### src/rtl/cmp_pkg.sv
// Shared types and helpers for the sequential magnitude comparator.
// State encoding plus the index-width calculation.
package cmp_pkg;

   typedef enum logic [1:0] {
      ST_IDLE = 2'd0,
      ST_COMP = 2'd1,
      ST_DONE = 2'd2
   } state_e;

   function automatic int clog2(input int n);
      int r;
      r = 0;
      while ((1 << r) < n) r++;
      return r;
   endfunction

   // Width of the slice index, never below one bit.
   function automatic int idx_width(input int w);
      int c;
      c = clog2(w / 2);
      return (c < 1) ? 1 : c;
   endfunction

endpackage

### src/rtl/cmp2_slice.sv
// Combinational 2-bit unsigned compare.
// lt2 reuses the gt2 sum-of-products with the operands swapped.
module cmp2_slice (
   input  logic [1:0] a2,
   input  logic [1:0] b2,
   output logic       gt2,
   output logic       lt2
);

   assign gt2 = (a2[1] & ~b2[1])
              | (a2[1] & a2[0] & ~b2[0])
              | (a2[0] & ~b2[1] & ~b2[0]);

   assign lt2 = (b2[1] & ~a2[1])
              | (b2[1] & b2[0] & ~a2[0])
              | (b2[0] & ~a2[1] & ~a2[0]);

endmodule

### src/rtl/seq_mag_compare.sv
// Sequential W-bit magnitude comparator, MSB-first, two bits per clock.
// Exits at the first differing slice and pulses done_tick for one cycle.
module seq_mag_compare #(
   parameter int W = 8
) (
   input  logic         clk,
   input  logic         rst_n,
   input  logic         start,
   input  logic [W-1:0] a,
   input  logic [W-1:0] b,
   output logic         ready,
   output logic         done_tick,
   output logic         gt,
   output logic         eq,
   output logic         lt
);

   import cmp_pkg::*;

   localparam int IW = idx_width(W);
   localparam logic [IW-1:0] IDX_TOP = IW'(W / 2 - 1);

   state_e         state_q, state_d;
   logic [IW-1:0]  idx_q, idx_d;
   logic [W-1:0]   a_q, a_d;
   logic [W-1:0]   b_q, b_d;
   logic           gt_q, gt_d;
   logic           eq_q, eq_d;
   logic           lt_q, lt_d;

   logic [IW:0]    lsb;
   logic [1:0]     a_sl;
   logic [1:0]     b_sl;
   logic           sl_gt;
   logic           sl_lt;

   // Slice selected by idx feeds the single compare instance.
   assign lsb  = {idx_q, 1'b0};
   assign a_sl = a_q[lsb +: 2];
   assign b_sl = b_q[lsb +: 2];

   cmp2_slice u_slice (
      .a2  (a_sl),
      .b2  (b_sl),
      .gt2 (sl_gt),
      .lt2 (sl_lt)
   );

   always_comb begin
      state_d = state_q;
      idx_d   = idx_q;
      a_d     = a_q;
      b_d     = b_q;
      gt_d    = gt_q;
      eq_d    = eq_q;
      lt_d    = lt_q;
      unique case (state_q)
         ST_IDLE: begin
            if (start) begin
               a_d     = a;
               b_d     = b;
               gt_d    = 1'b0;
               eq_d    = 1'b0;
               lt_d    = 1'b0;
               idx_d   = IDX_TOP;
               state_d = ST_COMP;
            end
         end
         ST_COMP: begin
            if (sl_gt) begin
               gt_d    = 1'b1;
               state_d = ST_DONE;
            end else if (sl_lt) begin
               lt_d    = 1'b1;
               state_d = ST_DONE;
            end else if (idx_q == '0) begin
               eq_d    = 1'b1;
               state_d = ST_DONE;
            end else begin
               idx_d   = idx_q - 1'b1;
            end
         end
         ST_DONE: state_d = ST_IDLE;
         default: state_d = ST_IDLE;
      endcase
   end

   always_ff @(posedge clk or negedge rst_n) begin
      if (!rst_n) begin
         state_q <= ST_IDLE;
         idx_q   <= IDX_TOP;
         a_q     <= '0;
         b_q     <= '0;
         gt_q    <= 1'b0;
         eq_q    <= 1'b0;
         lt_q    <= 1'b0;
      end else begin
         state_q <= state_d;
         idx_q   <= idx_d;
         a_q     <= a_d;
         b_q     <= b_d;
         gt_q    <= gt_d;
         eq_q    <= eq_d;
         lt_q    <= lt_d;
      end
   end

   assign ready     = (state_q == ST_IDLE);
   assign done_tick = (state_q == ST_DONE);
   assign gt        = gt_q;
   assign eq        = eq_q;
   assign lt        = lt_q;

endmodule
### config.mk
export PLATFORM = sky130hd
export DESIGN_NAME = seq_mag_compare
export DESIGN_NICKNAME = d
export VERILOG_FILES = /design/src/rtl/cmp_pkg.sv /design/src/rtl/cmp2_slice.sv /design/src/rtl/seq_mag_compare.sv
export SDC_FILE = /design/constraint.sdc
export NUM_CORES = 1
export LEC_CHECK = 0
export ABC_AREA = 1
export CORE_MARGIN = 3
export CORE_UTILIZATION = 40
export DETAILED_ROUTE_END_ITERATION = 16
export GPL_TIMING_DRIVEN = 0
export REMOVE_ABC_BUFFERS = 1
export SETUP_SLACK_MARGIN = 0.15
export SYNTH_ARGS = -nofsm -noshare
export SYNTH_HDL_FRONTEND = slang
export SYNTH_SLANG_ARGS = --single-unit
### constraint.sdc
create_clock -name clk -period 3.9 [get_ports clk]
set_clock_uncertainty 0.15 [all_clocks]
set_input_delay 0.585 -clock clk [delete_from_list [all_inputs] [get_ports clk]]
set_output_delay 0.585 -clock clk [all_outputs]
set_load 0.01 [all_outputs]
# Yosys cells after proc, flatten, opt, wreduce, memory -nomap -nowiden
# Index checks and enable logic that the tools add are counted.
# word_totals
reg_bits	23
in_bits	19
out_inout_bits	5
wordCells	67
# op_classes
add_sub_neg	1
eq_ne	10
n_shift	2
n_mux	20
bitwise	18
n_reduce_logical	9
# ops
op	n
$mux 2	8
$shiftx 8x4->2	2
$ne 2x2->1 const B	7
$and 1x1->1	10
$reduce_and 5->1	2
$pmux 2 s2	2
$mux 1	7
$pmux 1 s2	3
$logic_not 2->1	2
$ne 4x4->1 const B	1
$not 1->1	4
$or 1x1->1	4
$reduce_and 2->1	2
$reduce_and 4->1	1
$reduce_and 3->1	1
$eq 2x1->1 const B	1
$eq 2x2->1 const B	1
$reduce_bool 2->1	1
$sub 2x1->2 const B	1

# Longest topological paths before layout
# logic_depth
ltp_word	8
depth_mapped	13

# Modules after synthesis
# A second synthesis with hierarchy kept.
# hier_totals
hier_cells	141
area_unflattened_um2	1126.1
# modules_own_cells
module	n_inst	cells_each	area_each_um2
seq_mag_compare	1	129	1081.0
cmp2_slice	1	12	45.0

# Worst setup path before layout
# OpenSTA, ideal clock, no wires.
# synth_path
kind	register to register
from	reg idx_q[0]
to	reg eq_q (netlist: eq)
setup_time_ns	0.117
arrival_time_ns	1.343
t_required_ns	3.633
setup_slack_ns	2.290
stages_incl_launch_ff	13
path_buffers	1
synth_period_minus_slack_ns	1.610
path_cell_list	dfstp_2 > buf_6 > nand2_2 > nand2_1 > nand2_1 > nand2_1 > nand2_2 > nand2_1 > nand2_2 > a21oi_2 > nand2_1 > nand2_1 > nand2_1
# synth_between
elab_chain_len	7
word_cells_on_any_way	25
# synth_rtl
item	line	rtl
start, declared	seq_mag_compare.sv:24	logic [IW-1:0] idx_q, idx_d;
start signal, assigned	seq_mag_compare.sv:99	idx_q <= idx_d;
$shiftx 8x4->2 (on tied branches)	seq_mag_compare.sv:40, seq_mag_compare.sv:39	
$and 1x1->1, or another cell as far along (2 in series)	cmp2_slice.sv:15	| (b2[1] & b2[0] & ~a2[0])
$or 1x1->1, or another cell as far along	cmp2_slice.sv:15	
$or 1x1->1 (on tied branches)	cmp2_slice.sv:16, cmp2_slice.sv:12	
$ne 2x2->1 (no line)	-	
$reduce_and 5->1 (no line) *	-	
end signal, assigned	seq_mag_compare.sv:103	eq_q <= eq_d;
end, declared	seq_mag_compare.sv:28	logic eq_q, eq_d;
# Mark *: on every way between the ends. The rest lies on a longest branch, timed or not.
# A chain may end at the register's enable or synchronous reset.

# Final worst setup path
# layout_path
from	reg state_q[0]
to	out ready
# layout_between
elab_chain_len	1
# layout_rtl
item	line	rtl
start, declared	seq_mag_compare.sv:23	state_e state_q, state_d;
start signal, assigned	seq_mag_compare.sv:98	state_q <= state_d;
$logic_not 2->1	seq_mag_compare.sv:108	assign ready = (state_q == ST_IDLE);
end, declared	seq_mag_compare.sv:11	output logic ready,
# No other way between the ends.

==> flow_metrics.py <==
metrics = {
    "clock_network": {
        "ctsHoldBuffers": 0,
        "cts-root-buf": "clkbuf_4",
        "htreeDepth": 1,
        "cts_buffers": 3,
        "cts-resized-gates": 0,
        "clkTransAtPathRegs_ns": 0.12,
        "cts.path.max_buffers": 2,
        "cts_sinks": 23,
        "clk_latency_ns": 0.30,
        "cts_tree": "done",
        "post-cts-setup-buffer-count": 0,
    },
    "global_route": {
        "grt_pass1_wl_um": 4260,
        "met1_usage_pct": 18.5,
        "grt_max_degree": 24,
        "grt_antenna_before_repair": 0,
        "grt_usage_pct": 14.8,
        "met3_usage_pct": 2.48,
        "gr-max-usage-layer": "met2",
        "grt_pass1_vias": 1043,
        "grt-ovfl-total": 0,
        "grt_util_met2_pct": 26.0,
    },
    "detailed_routing": {
        "routedWlPerCell_um": 10.1,
        "drc_errors": 0,
        "totalWireLength_um": 2390,
        "vias_per_cell": 4.54,
        "first_pass_iters": 4,
        "vias": 1071,
        "drt_iter0_drc": 38,
        "drtAntennaViolNets": 0,
    },
    "floorplan": {
        "row_count": 19,
        "io_pins": 24,
        "die_height_um": 61.9,
        "die_w_um": 61.9,
        "start_util_pct": 43.5,
        "core-area_um2": 2880,
        "die_area_um2": 3830,
    },
    "power": {
        "p_leak_uw": 0.000817,
        "peakVddDrop_mv": 0.306,
        "p_per_area_nw_per_um2": 822,
        "internal_power_uw": 666,
        "p_comb_share_pct": 55.2,
        "pwr-share-clk_pct": 8.6,
        "power.share.switching_pct": 47.1,
        "power_switching_uw": 593,
        "seq_power_share_pct": 36.2,
    },
    "status": {
        "status": "complete, no violations",
    },
    "cells_and_area": {
        "n_antenna_cell": 0,
        "area_growth_pct": 22.5,
        "drive_gt1_share_pct": 11.3,
        "final_cells": 236,
        "nets": 215,
    },
    "min_path": {
        "holdPathStages": 2,
        "hold_class": "flip-flop to flip-flop",
        "min_from": "eq",
        "holdPathEnd": "eq",
    },
    "worst_setup_path": {
        "setup.worst_path.start": "state_q[0]",
        "worstPathRequired_ns": 3.16,
        "r2r_cells": 11,
        "critPathKind": "flip-flop to output port",
        "r2r_end": "eq",
        "worstSetupEndpointType": "output port",
        "startpoint_type": "flip-flop",
        "arrival_ns": 1.51,
        "worstPathMaxFanout": 4,
        "worst-r2r-setup-slack_ns": 2.01,
        "reg2reg_from": "idx_q[0]",
    },
    "sta": {
        "slew_headroom_pct": 33.7,
        "finalMaxSlewViolations": 0,
        "fmax_mhz": 446,
        "rsz0062_at_grt": "false",
        "setup_tns_ns": 0,
        "worstMarginPinSlew_ns": 0.992,
        "layout_worst_path_cycle_share_pct": 57.4,
        "hold_viol": 0,
        "setup_viol": 0,
        "min_period_ns": 2.24,
    },
    "synth": {
        "syn_area_um2": 1250,
        "yosys-top-cells-area": "dfrtp_1 (42%), nand2_1 (29%), nand3_1 (4.8%)",
        "synth.avg_cell_area_um2": 7.31,
        "yosysWarnings": 0,
        "netlist_instances": 171,
        "ys_seq_area_share_pct": 46.2,
        "synth.most_common_cell": "nand2_1",
        "ys.flop_type": "dfrtp_1",
        "async_flop_share_pct": 100,
        "synthTopCellsByCount": "nand2_1 (95), dfrtp_1 (21), nand3_1 (12)",
        "yosys_register_bits": 23,
        "yosysTopAreaCellShare_pct": 42.0,
        "ys_types": 21,
        "synth_edf_count": 0,
        "yosysTopAreaCell": "dfrtp_1",
    },
    "place": {
        "place_hpwl_um": 1790,
        "dp_cells": 232,
        "place.gp.congestion": 0.809,
        "portBuffers": 23,
    },
    "run": {
        "cap_violations": 0,
    },
}
-- per-layer routing --
layer	share of wire [%]	vias up
li1	-	575
met1	45	470
met2	50	24
met3	4.8	2
met4	0.71	0
met5	0	-
-- area by class of cell --
class	instances	area, µm²
Clock buffer	4	26.3
Fill cell	303	1350
Inverter	10	37.5
Multi-Input combinational cell	134	607
Sequential cell	23	578
Tap cell	42	52.6
Timing Repair Buffer	23	230
-- power by group through the flow --
| stage | clock network (µW) | registers (µW) | logic, µW |
|---|---|---|---|
| floorplan | 0 | 442 | 543 |
| global placement | 0 | 462 | 691 |
| detailed placement | 0 | 464 | 704 |
| CTS | 116 | 458 | 709 |
| global route | 125 | 476 | 812 |
| finish | 108 | 456 | 694 |
-- cells in the final DEF, fill, tap and decap left out, types with 2 or more instances in the layout --
cell type and count:
inv_1 6, nand2_4 3, dfrtp_1 21, a21oi_2 2, o21ai_0 3, nand2_1 95, clkbuf_4 3, inv_2 3
nor2_1 6, nand3_1 12, clkdlybuf4s50_1 23, nand2_2 8, dfstp_2 2
-- critical path, cell delays in order, from the launching register on --
cell and delay (ns):
dfrtp_1 0.44, nor2_1 0.20, clkdlybuf4s50_1 0.57
-- worst max-delay path by stage --
stage,endpoint,cells past startpoint
CTS,ready,2
floorplan,eq,11
finish,ready,2
global placement,a_q[6],4
detailed placement,a_q[4],4
global route,ready,2
-- logic make-up after synthesis --
family | Yosys count | synth area share (%)
AND/OR/NAND/NOR | 125 | 43.4
flip-flops | 23 | 46.2
buffers and inverters | 14 | 5.20
AO/OA/AOI/OAI | 8 | 4.10
adder cells (fa/ha/maj) | 1 | 1.00
-- state kept, by name, summed over array words and instances (netlist names) --
name,count
a_q,8
b_q,8
eq,1
gt,1
idx_q,2
lt,1
state_q,2
-- stage by stage --
| stage | power (µW) | setup WS (ns) | instance area [µm²] | hold slack (ns) | util (%) |
|---|---|---|---|---|---|
| 2_1_floorplan | 985 | 2.22 | 1220 | 0.139 | - |
| 6_report | 1260 | 1.66 | 1530 | 0.330 | 53.2 |
| 3_3_place_gp | 1150 | 1.51 | 1510 | 0.306 | 52.3 |
| 3_5_place_dp | 1170 | 1.45 | 1510 | 0.307 | 52.3 |
| 4_1_cts | 1280 | 1.64 | 1530 | 0.338 | 53.2 |
| 5_1_grt | 1410 | 1.57 | 1530 | 0.360 | 53.2 |
No activity file was read; power rests on OpenSTA's default activity.
